`config.mk`:
```
export PLATFORM = sky130hd
export DESIGN_NAME = parser_rule_cfg_arb_flat
export DESIGN_NICKNAME = d
export VERILOG_FILES = /design/src/rtl/parser_rule_cfg_arb_if.sv /design/src/rtl/parser_rule_cfg_arb.sv /design/src/flat_wrapper.sv
export SDC_FILE = /design/constraint.sdc
export NUM_CORES = 1
export LEC_CHECK = 0
export ABC_AREA = 1
export CELL_PAD_IN_SITES_DETAIL_PLACEMENT = 1
export CELL_PAD_IN_SITES_GLOBAL_PLACEMENT = 1
export CORE_MARGIN = 1
export CORE_UTILIZATION = 24
export DETAILED_ROUTE_END_ITERATION = 6
export PLACE_DENSITY_LB_ADDON = 0.1
export SLEW_MARGIN = 20
export SYNTH_ARGS = -nofsm -noshare
export SYNTH_HDL_FRONTEND = slang
export SYNTH_SLANG_ARGS = --single-unit
```
`constraint.sdc`:
```
create_clock -name i_clk -period 2.18 [get_ports i_clk]
set_input_delay 0.327 -clock i_clk [delete_from_list [all_inputs] [get_ports i_clk]]
set_output_delay 0.327 -clock i_clk [all_outputs]
set_load 0.02 [all_outputs]
```
`src/rtl/parser_rule_cfg_arb_if.sv`:
```
// Request/response and rule-config bus bundle for parser_rule_cfg_arb.
// The slave modport is the arbiter; the master modport is the requester/layer side.
interface parser_rule_cfg_arb_if #(
  parameter int REQ_NUM   = 2,
  parameter int LAYER_NUM = 4
);
  // Handshake: a request transfers on a rising clock edge where i_req_valid[n] and
  // o_req_ready[n] are both high; o_req_ready never has more than one bit set and
  // o_resp_valid is a single-cycle pulse that cannot be backpressured.
  logic [REQ_NUM-1:0]              i_req_valid;
  logic [REQ_NUM-1:0]              i_req_wr;
  logic [REQ_NUM-1:0][31:0]        i_req_addr;
  logic [REQ_NUM-1:0][31:0]        i_req_wdata;
  logic [REQ_NUM-1:0]              o_req_ready;
  logic [REQ_NUM-1:0]              o_resp_valid;
  logic [31:0]                     o_resp_rdata;
  logic                            o_resp_err;
  logic [LAYER_NUM-1:0]            o_rule_wren;
  logic [LAYER_NUM-1:0]            o_rule_rden;
  logic [31:0]                     o_rule_addr;
  logic [31:0]                     o_rule_wdata;
  logic [LAYER_NUM-1:0]            i_rule_rdata_valid;
  logic [LAYER_NUM-1:0][31:0]      i_rule_rdata;

  modport slave (
    input  i_req_valid, i_req_wr, i_req_addr, i_req_wdata,
    input  i_rule_rdata_valid, i_rule_rdata,
    output o_req_ready, o_resp_valid, o_resp_rdata, o_resp_err,
    output o_rule_wren, o_rule_rden, o_rule_addr, o_rule_wdata
  );

  modport master (
    output i_req_valid, i_req_wr, i_req_addr, i_req_wdata,
    output i_rule_rdata_valid, i_rule_rdata,
    input  o_req_ready, o_resp_valid, o_resp_rdata, o_resp_err,
    input  o_rule_wren, o_rule_rden, o_rule_addr, o_rule_wdata
  );
endinterface

```
`src/rtl/parser_rule_cfg_arb.sv`:
```
// Round-robin arbiter sharing the parser rule-config bus between requesters, one transaction at a time.
// Optional read-wait timeout is enabled by defining RULE_CFG_TIMEOUT_EN.
module parser_rule_cfg_arb #(
  parameter int LAYER_NUM     = 4,
  parameter int LAYER_IDX_W   = 2,
  parameter int LAYER_SEL_LSB = 24,
  parameter int REQ_NUM       = 2,
  parameter int TIMEOUT_CYC   = 16
) (
  input  logic                 i_clk,
  input  logic                 i_rst,
  parser_rule_cfg_arb_if.slave bus,
  output logic [1:0]           o_dbg_state
);
  localparam int ID_W = (REQ_NUM > 1) ? $clog2(REQ_NUM) : 1;
  localparam logic [31:0] LAYER_MASK = 32'((2 ** LAYER_IDX_W - 1) << LAYER_SEL_LSB);

  if (LAYER_NUM > (2 ** LAYER_IDX_W) || TIMEOUT_CYC < 1) begin : g_bad_param
    $error("parser_rule_cfg_arb: invalid LAYER_NUM/LAYER_IDX_W/TIMEOUT_CYC");
  end

  typedef enum logic [1:0] {
    IDLE    = 2'd0,
    ISSUE   = 2'd1,
    WAIT_RD = 2'd2,
    RESP    = 2'd3
  } state_t;

  state_t                  state;
  logic [ID_W-1:0]         ptr;
  logic [ID_W-1:0]         id_q;
  logic                    wr_q;
  logic [LAYER_IDX_W-1:0]  layer_q;
  logic                    layer_ok_q;

  logic                    grant_vld;
  logic [ID_W-1:0]         grant_id;
  logic [ID_W:0]           cand;
  logic                    req_wr;
  logic [31:0]             req_addr;
  logic [31:0]             req_wdata;
  logic [LAYER_IDX_W-1:0]  req_layer;
  logic                    req_layer_ok;
  logic                    sel_vld;
  logic [31:0]             sel_data;

`ifdef RULE_CFG_TIMEOUT_EN
  localparam int TMO_W = (TIMEOUT_CYC > 1) ? $clog2(TIMEOUT_CYC) : 1;
  localparam logic [TMO_W-1:0] TMO_LAST = TMO_W'(TIMEOUT_CYC - 1);
  logic [TMO_W-1:0]        tmo_cnt;
`endif

  assign o_dbg_state = state;

  // Scan upward from the round-robin pointer, wrapping at REQ_NUM.
  always_comb begin
    grant_vld = 1'b0;
    grant_id  = '0;
    cand      = '0;
    for (int k = 0; k < REQ_NUM; k++) begin
      cand = {1'b0, ptr} + (ID_W + 1)'(k);
      if (cand >= (ID_W + 1)'(REQ_NUM)) cand = cand - (ID_W + 1)'(REQ_NUM);
      if (!grant_vld && bus.i_req_valid[cand[ID_W-1:0]]) begin
        grant_vld = 1'b1;
        grant_id  = cand[ID_W-1:0];
      end
    end
  end

  always_comb begin
    req_wr       = bus.i_req_wr[grant_id];
    req_addr     = bus.i_req_addr[grant_id];
    req_wdata    = bus.i_req_wdata[grant_id];
    req_layer    = req_addr[LAYER_SEL_LSB +: LAYER_IDX_W];
    req_layer_ok = ({1'b0, req_layer} < (LAYER_IDX_W + 1)'(LAYER_NUM));
  end

  always_comb begin
    bus.o_req_ready = '0;
    if (state == IDLE && grant_vld) bus.o_req_ready = REQ_NUM'(1) << grant_id;
  end

  // Only the latched layer's valid/data are observed; other layers are ignored.
  always_comb begin
    sel_vld  = 1'b0;
    sel_data = '0;
    for (int l = 0; l < LAYER_NUM; l++) begin
      if (layer_q == LAYER_IDX_W'(l)) begin
        sel_vld  = bus.i_rule_rdata_valid[l];
        sel_data = bus.i_rule_rdata[l];
      end
    end
  end

  always_ff @(posedge i_clk) begin
    if (i_rst) begin
      state            <= IDLE;
      ptr              <= '0;
      id_q             <= '0;
      wr_q             <= 1'b0;
      layer_q          <= '0;
      layer_ok_q       <= 1'b0;
      bus.o_rule_wren  <= '0;
      bus.o_rule_rden  <= '0;
      bus.o_rule_addr  <= '0;
      bus.o_rule_wdata <= '0;
      bus.o_resp_valid <= '0;
      bus.o_resp_rdata <= '0;
      bus.o_resp_err   <= 1'b0;
`ifdef RULE_CFG_TIMEOUT_EN
      tmo_cnt          <= '0;
`endif
    end else begin
      case (state)
        IDLE: begin
          if (grant_vld) begin
            id_q       <= grant_id;
            wr_q       <= req_wr;
            layer_q    <= req_layer;
            layer_ok_q <= req_layer_ok;
            ptr        <= (grant_id == ID_W'(REQ_NUM - 1)) ? '0 : grant_id + 1'b1;
            // Strobes and bus fields are registered here so they appear only during ISSUE.
            if (req_layer_ok) begin
              bus.o_rule_addr  <= req_addr & ~LAYER_MASK;
              bus.o_rule_wdata <= req_wdata;
              if (req_wr) bus.o_rule_wren <= LAYER_NUM'(1) << req_layer;
              else        bus.o_rule_rden <= LAYER_NUM'(1) << req_layer;
            end
            state <= ISSUE;
          end
        end
        ISSUE: begin
          bus.o_rule_wren  <= '0;
          bus.o_rule_rden  <= '0;
          bus.o_rule_addr  <= '0;
          bus.o_rule_wdata <= '0;
          if (!layer_ok_q || wr_q || sel_vld) begin
            bus.o_resp_valid <= REQ_NUM'(1) << id_q;
            bus.o_resp_err   <= !layer_ok_q;
            bus.o_resp_rdata <= (layer_ok_q && !wr_q) ? sel_data : 32'h0;
            state            <= RESP;
          end else begin
`ifdef RULE_CFG_TIMEOUT_EN
            tmo_cnt <= '0;
`endif
            state <= WAIT_RD;
          end
        end
        WAIT_RD: begin
          if (sel_vld) begin
            bus.o_resp_valid <= REQ_NUM'(1) << id_q;
            bus.o_resp_err   <= 1'b0;
            bus.o_resp_rdata <= sel_data;
            state            <= RESP;
          end
`ifdef RULE_CFG_TIMEOUT_EN
          else if (tmo_cnt == TMO_LAST) begin
            bus.o_resp_valid <= REQ_NUM'(1) << id_q;
            bus.o_resp_err   <= 1'b1;
            bus.o_resp_rdata <= 32'h0;
            state            <= RESP;
          end else begin
            tmo_cnt <= tmo_cnt + 1'b1;
          end
`endif
        end
        RESP: begin
          bus.o_resp_valid <= '0;
          bus.o_resp_rdata <= '0;
          bus.o_resp_err   <= 1'b0;
          state            <= IDLE;
        end
        default: state <= IDLE;
      endcase
    end
  end
endmodule

```
`src/flat_wrapper.sv`:
```
// flat-port wrapper written by rule: the top's interface ports become plain ports
module parser_rule_cfg_arb_flat 
#(
  parameter int LAYER_NUM     = 4,
  parameter int LAYER_IDX_W   = 2,
  parameter int LAYER_SEL_LSB = 24,
  parameter int REQ_NUM       = 2,
  parameter int TIMEOUT_CYC   = 16
)
  (i_clk, i_rst, o_dbg_state, bus_i_req_valid, bus_i_req_wr, bus_i_req_addr, bus_i_req_wdata, bus_i_rule_rdata_valid, bus_i_rule_rdata, bus_o_req_ready, bus_o_resp_valid, bus_o_resp_rdata, bus_o_resp_err, bus_o_rule_wren, bus_o_rule_rden, bus_o_rule_addr, bus_o_rule_wdata);
  parser_rule_cfg_arb_if #(.REQ_NUM(REQ_NUM), .LAYER_NUM(LAYER_NUM)) bus_i ();
  input  logic i_clk;
  input  logic i_rst;
  output logic [1:0] o_dbg_state;
  input wire logic [$bits(bus_i.i_req_valid)-1:0] bus_i_req_valid;
  input wire logic [$bits(bus_i.i_req_wr)-1:0] bus_i_req_wr;
  input wire logic [$bits(bus_i.i_req_addr)-1:0] bus_i_req_addr;
  input wire logic [$bits(bus_i.i_req_wdata)-1:0] bus_i_req_wdata;
  input wire logic [$bits(bus_i.i_rule_rdata_valid)-1:0] bus_i_rule_rdata_valid;
  input wire logic [$bits(bus_i.i_rule_rdata)-1:0] bus_i_rule_rdata;
  output wire logic [$bits(bus_i.o_req_ready)-1:0] bus_o_req_ready;
  output wire logic [$bits(bus_i.o_resp_valid)-1:0] bus_o_resp_valid;
  output wire logic [$bits(bus_i.o_resp_rdata)-1:0] bus_o_resp_rdata;
  output wire logic [$bits(bus_i.o_resp_err)-1:0] bus_o_resp_err;
  output wire logic [$bits(bus_i.o_rule_wren)-1:0] bus_o_rule_wren;
  output wire logic [$bits(bus_i.o_rule_rden)-1:0] bus_o_rule_rden;
  output wire logic [$bits(bus_i.o_rule_addr)-1:0] bus_o_rule_addr;
  output wire logic [$bits(bus_i.o_rule_wdata)-1:0] bus_o_rule_wdata;
  assign bus_i.i_req_valid = bus_i_req_valid;
  assign bus_i.i_req_wr = bus_i_req_wr;
  assign bus_i.i_req_addr = bus_i_req_addr;
  assign bus_i.i_req_wdata = bus_i_req_wdata;
  assign bus_i.i_rule_rdata_valid = bus_i_rule_rdata_valid;
  assign bus_i.i_rule_rdata = bus_i_rule_rdata;
  assign bus_o_req_ready = bus_i.o_req_ready;
  assign bus_o_resp_valid = bus_i.o_resp_valid;
  assign bus_o_resp_rdata = bus_i.o_resp_rdata;
  assign bus_o_resp_err = bus_i.o_resp_err;
  assign bus_o_rule_wren = bus_i.o_rule_wren;
  assign bus_o_rule_rden = bus_i.o_rule_rden;
  assign bus_o_rule_addr = bus_i.o_rule_addr;
  assign bus_o_rule_wdata = bus_i.o_rule_wdata;
  parser_rule_cfg_arb #(.LAYER_NUM(LAYER_NUM), .LAYER_IDX_W(LAYER_IDX_W), .LAYER_SEL_LSB(LAYER_SEL_LSB), .REQ_NUM(REQ_NUM), .TIMEOUT_CYC(TIMEOUT_CYC)) u_core (.i_clk(i_clk), .i_rst(i_rst), .bus(bus_i), .o_dbg_state(o_dbg_state));
endmodule
```
==> results of run 1 <==
## flip-flops by register name (all words and copies together), names as in the netlist
register,cells
u_core.layer_q,2
u_core.bus.o_rule_wdata,32
u_core.bus.o_rule_rden,4
u_core.o_dbg_state,2
u_core.id_q,1
u_core.layer_ok_q,1
u_core.bus.o_rule_addr,30
u_core.bus.o_resp_valid,2
u_core.bus.o_rule_wren,4
u_core.wr_q,1
u_core.bus.o_resp_err,1
u_core.bus.o_resp_rdata,32
u_core.ptr,1
## logic make-up after synthesis
logic type,after synthesis
flip-flops,113
other,1
buffers and inverters,120
AND/OR/NAND/NOR,464
adder cells (fa/ha/maj),4
AO/OA/AOI/OAI,262
## cell usage in the layout, fill, tap and decap left out
master,Yosys,layout
nand3_4,1,1
and2_1,1,1
or2_1,1,1
ha_2,0,2
clkbuf_8,0,3
clkinv_2,0,6
a21oi_4,1,1
o211ai_1,32,32
inv_2,1,1
buf_12,0,7
nand3b_1,1,1
nand2_2,2,3
buf_4,4,24
a21oi_1,70,70
nor3_1,2,2
clkbuf_16,0,17
o21a_1,1,1
clkbuf_2,0,1
o21ai_0,156,156
bufinv_16,0,1
clkinvlp_4,0,4
nand2_1,149,147
dfxtp_1,113,113
nor2_2,2,2
inv_1,44,44
ha_1,4,2
nor2_1,247,247
conb_1,1,2
a211oi_1,2,2
clkdlybuf4s50_1,0,372
diode_2,0,2
clkbuf_1,59,2
nand3_1,57,57
nand2_4,0,1
or2_2,1,1
## worst max-delay path: cells and delay by family (launching register included)
kind / cells / cell delay [ns]
simple gates: 1 / 0.23
buf+inv: 3 / 0.42
fa+ha+maj: 1 / 0.28
flops: 1 / 0.35
## routing by layer
layer  track usage (%)  vias to the layer above
met5                 0                        -
li1                  -                     3851
met3              7.70                       28
met4              6.99                        2
met2              37.8                      261
met1              24.8                     3542
## final timing paths
check | from | endpoint | slack [ns] | depth (start not counted)
max | u_core.o_dbg_state[1] | bus_o_req_ready[1] | 0.18 | 5
min | u_core.bus.o_resp_rdata[12] | u_core.bus.o_resp_rdata[12] | 0.47 | 2
max reg2reg | u_core.o_dbg_state[1] | u_core.bus.o_rule_wren[0] | 0.29 | 9
min reg2reg | u_core.bus.o_resp_rdata[12] | u_core.bus.o_resp_rdata[12] | 0.47 | 2
## cell type report
class / count / area [sq um]
multi-input cells: 732 / 3330
clock inverters: 10 / 85.1
well taps: 324 / 405
diodes: 2 / 5.00
repair buffers: 404 / 4050
fillers: 3090 / 13700
clock buffers: 22 / 474
inverters: 46 / 174
flip-flops and latches: 113 / 2260
## power by group
part | switching [mW] | leakage [nW] | internal [mW]
Clock | 0.994 | 0.268 | 1.64
Combinational | 5.27 | 3.19 | 3.81
Sequential | 0.531 | 0.936 | 3.11
## per-stage QoR
step / setup slack [ns] / cell area, sq um / TNS [ns]
global placement: 0.0381 / 10200 / 0
floorplan: 0.212 / 6060 / 0
CTS: 0.0686 / 10800 / 0
finish: 0.184 / 10800 / 0
global route: 0.0777 / 10800 / 0
detailed placement: -0.00125 / 10200 / -0.00125
## what timing repair did
item	in CTS	in global routing
gates cloned	0	0
setup endpoints to repair	1	1
gates resized for setup	2	2
==> impl_results.md, run 1 <==
- WL/cell: between 15 and 20 um
- Io pins: roughly 380
- Met2 routed WL: 13500 um
- Pleak: 4.39 nW
- Die footprint: 25900 sq um
- Maxcap violations: 0
- Drt total wl: between 20000 and 30000 um
- Clk buf depth: 2
- # setup viols final: 0
- ANT nets after route: 0
- Startpoint class of the critical path: register
- Crit path top cell by count: inv_1
- Post-Synth Adder-Cell Area: 0.826%
- Crit-path slowest cell: dfxtp_1
- Utilization after layout: 44.0%
- IO buf count: 374
- Status: finished, final reports clean
- Max frequency: around 500 MHz
- Largest family of logic cells by synthesized area: simple AND/OR/NAND/NOR gates
- Fin Hold WS: 0.466 ns
- CTS tree: done
- Tightest Pin Transition: approximately 0.69 ns
- CP Max Fanout: 5
- Post-CTS Setup Bufs: 0
- Initial Utilization: 24.7%
- Site row count: 57
- Kind of critical path: register to output port
- # nets final: 1584
- Async set-reset flop share out of synthesis: 0%
- Gpl congestion: between 0.8 and 0.9
- Core area: about 25000 sq um
- Post-synthesis xor/xnor area fraction: 0%
- Yosys warns: 0
- Final Hold Fails: 0
- Tcrit/Tclk final: 91.6%
- Max-slew headroom: 53.7%
- Metal3 WL: 2490 um
- GRT overflow: 0
- Post-synthesis instance total: 964
- Total GRT Usage: 21.8%
- Cells after DPL: 1619
- Top cells by count, synth: nor2_1, o21ai_0, nand2_1
- Initial DRC Count: 339
- Seq cells post-synth: 113
- DR pass1 iterations: 4
- Initial antenna violation count: 2
- CP arrival: 1.67 ns
- Clk sink count: between 100 and 150
- Routed via count: slightly below 8k
- Uppermost layer routed: met5
- RSZ-0062 raised after global routing: false
- Compound-Gate Fraction of Synth Area: 23.3%
- Hold Path Class: register to register
- Post-CTS Hold Buffers: 0
- Mux cell area share after synthesis: 0%
- Finished Layout Cells: 1653
- Worst-skew pair later-pin latency: between 0.4 and 0.5 ns
- Sequential area share after synthesis: 37.3%
- H-tree depth: 4
- Worst setup EP type: output port
- Largest net degree at the start of global routing: 76
- Die X: 161 um
- Vias in the first global route: 7906
- Vias per cell: 4.65
- Total power: about 15 mW
- DRC viols: 0
- Final worst path period need: 2.00 ns
- Synth area leaders: dfxtp_1, nor2_1, o21ai_0, nand2_1, a21oi_1
- P&R area growth vs syn: 78.0%
- Peak supply drop: 0.000652 V
- Most common flop cell mapped by yosys: dfxtp_1
- Number of flops mapped to enable cells by yosys: 0
- Clk root buf: clkbuf_16
- Share of post-route cells with drive strength above 1: 5.65%
- Synth cell types: 28
- DP Wirelength: between 20000 and 25000 um
- Worst Skew: 0.0101 ns
- Syn_area_per_cell: 6.29 sq um
- Synth top area share: 37.3%
- Worst path cell trace: inv_1, ha_2, inv_1, nor2_1, buf_4
- WP data required: 1.85 ns
- Die H: 161 um
- Post-Syn Area: 6060 sq um
- Cell taking the most area after synthesis: dfxtp_1
- CTS buffer count: 17
- Final-report max-slew violation count: 0
- CP max stage delay: approximately 0.35 ns
- Worst-path clk slew: approximately 0.060 ns
- Simple-gate share of the synthesized area: 30.5%
- First-pass GRT wire length: 43900 um
- M1 wire length: 11700 um
- Most numerous cell in the Yosys netlist: nor2_1
- Cell Pwr Density: 1420 nW/um^2
No activity file was read; power rests on OpenSTA's default activity.
==> run 2, diff against run 1 <==
--- a/config.mk
+++ b/config.mk
@@ -6,10 +6,12 @@
 export NUM_CORES = 1
 export LEC_CHECK = 0
 export ABC_AREA = 1
+export CAP_MARGIN = 20
 export CELL_PAD_IN_SITES_DETAIL_PLACEMENT = 1
 export CELL_PAD_IN_SITES_GLOBAL_PLACEMENT = 1
 export CORE_MARGIN = 1
-export CORE_UTILIZATION = 24
+export CORE_UTILIZATION = 25
+export CTS_BUF_LIST = sky130_fd_sc_hd__clkbuf_8
 export DETAILED_ROUTE_END_ITERATION = 6
 export PLACE_DENSITY_LB_ADDON = 0.1
 export SLEW_MARGIN = 20
==> run 2 against run 1 <==
Against the previous run: die area is 4.0% lower; maximum frequency is 0.14% higher; global-route usage is 0.11 points lower.
==> impl_results.md, run 2 (synthesis results as in run 1) <==
- Fin Hold WS: 0.468 ns
- Met2 Use GR: 38.3%
- Fill cell count: ~3.0k
- CP arrival: roughly 1.7 ns
- Most frequent cells in the layout: clkdlybuf4s50_1, nor2_1, o21ai_0
- CP Max Fanout: 4
- Vias in the first global route: roughly 7.5k
- Tightest Pin Transition: 0.500 ns
- WL/cell: between 15 and 20 um
- Die footprint: ~25000 sq um
- Pleak: 4.37 nW
- CTS buffer count: 17
- Clk sink count: 113
- Io pins: 377
- Total negative slack: 0 ns
- P&R area growth vs syn: 76.5%
- Initial DRC Count: just under 300
- Share of post-route cells with drive strength above 1: 5.86%
- Crit-path slowest cell: dlygate4sd2_1
- Peak supply drop: 0.000579 V
- Routed via count: 7666
- CP max stage delay: 0.35 ns
- GR Layer Usage met1: a little under a quarter
- Maxcap violations: 0
- Total GRT Usage: 21.7%
- CTS tree: done
- Worst Skew: around 0.02 ns
- Startpoint class of the critical path: register
- IO buf count: 374
- Registers with the most flip-flops: u_core.bus.o_resp_rdata x32, u_core.bus.o_rule_wdata x32, u_core.bus.o_rule_addr x30
- Worst path cell trace: inv_1, ha_2, nand2_1, nor2_1, dlygate4sd2_1
- Met3 global-route usage: 9.06%
- Die X: 158 um
- RSZ-0062 raised after global routing: false
- Drt total wl: between 20000 and 30000 um
- GRT overflow: 0
- Delay-heaviest family, CP: buffers and inverters
- Clk root buf: clkbuf_8
- Initial antenna violation count: 1
- Post-CTS Hold Buffers: 0
- Initial Utilization: 25.7%
- Most common cell after layout, fill and taps aside: clkdlybuf4s50_1
- Worst setup EP type: output port
- DR pass1 iterations: 5
- Hold Path Class: register to register
- H-tree depth: 4
- DP Wirelength: 20600 um
- Status: finished, final reports clean
- Largest net degree at the start of global routing: 108
- WP data required: roughly 1.9 ns
- Site row count: 56
- Die H: 158 um
- # nets final: 1588
- Gpl congestion: ~0.8
- Max frequency: ~500 MHz
- Vias per cell: approximately 4.6
- Kind of critical path: register to output port
- Final Hold Fails: 0
- Final-report max-slew violation count: 0
- CP bufs+invs: 2
- ANT nets after route: 0
- DRC viols: 0
- Clk buf depth: 2
- # setup viols final: 0
- Max-slew headroom: 66.7%
- Worst-path clk slew: 0.08 ns
- Core area: 23600 sq um
- Cell Pwr Density: 1400 nW/um^2
- Worst-skew pair later-pin latency: 0.45 ns
- Final worst path period need: 1.99 ns
- Tcrit/Tclk final: 91.4%
- Post-CTS Setup Bufs: 0
- First-pass GRT wire length: 41500 um
- Most Crowded Layer GR: met2
==> run 2: cell count changes in the layout (fill, tap and decap cells not counted), moves of 2 or more <==
cell	before	now
clkbuf_16	17	0
buf_4	24	27
clkbuf_1	2	0
clkinv_2	6	4
bufinv_16	1	5
clkinvlp_4	4	2
clkbuf_8	3	19
==> run 2: cell type report <==
type | count | area (sq um) | share of cell area [%]
well taps | 319 | 399 | 3.73
flip-flops and latches | 113 | 2260 | 21.1
clock buffers | 19 | 262 | 2.44
clock inverters | 12 | 189 | 1.77
repair buffers | 408 | 4080 | 38.1
inverters | 46 | 173 | 1.61
diodes | 1 | 2.50 | 0.0234
multi-input cells | 732 | 3330 | 31.2
==> run 2: timing repair <==
item / CTS / global route
pin swaps: 0 / 0
gates resized for setup: 3 / 2
endpoints found under the setup margin: 2 / 1
hold endpoints to repair: 0 / 0
==> run 2: worst paths after layout <==
kind                                   start                    endpoint  slack, ns  depth (start not counted)
hold reg to reg   u_core.bus.o_resp_rdata[1]  u_core.bus.o_resp_rdata[1]       0.47                          2
setup reg to reg                  u_core.ptr   u_core.bus.o_rule_rden[1]       0.32                          9
hold / removal    u_core.bus.o_resp_rdata[1]  u_core.bus.o_resp_rdata[1]       0.47                          2
setup / recovery       u_core.o_dbg_state[1]          bus_o_req_ready[0]       0.19                          5
==> run 2: per-stage QoR <==
stage                     setup slack (ns)  utilization (%)  total power [mW]  instances  area, sq um
after CTS                          0.00884             45.3              15.3       1649        10700
after global routing                0.0691             45.3              16.2       1649        10700
after detailed placement           -0.0102             43.4              12.9       1618        10300
final                                0.187             45.3              15.0       1650        10700
after global placement              0.0274             43.4              12.8       1618        10300
after floorplan                      0.212                -              8.65        965         6060
==> run 2: power by group <==
group          switching, mW  total [mW]  internal (mW)
Sequential             0.544        3.65           3.10
Clock                  0.908        2.31           1.40
Combinational           5.22        9.07           3.85
==> run 2: worst register-to-register path, delay by kind of cell, from the launching register on <==
family / cells / cell delay (ns)
AO/OA/AOI/OAI: 2 / 0.46
buffers and inverters: 3 / 0.39
flip-flops: 1 / 0.35
AND/OR/NAND/NOR: 4 / 0.60
==> run 2: layer usage <==
metal	wire, um	vias to the layer above
met4	353	0
met1	11300	3518
met5	0	-
li1	-	3858
met2	13300	266
met3	2850	24
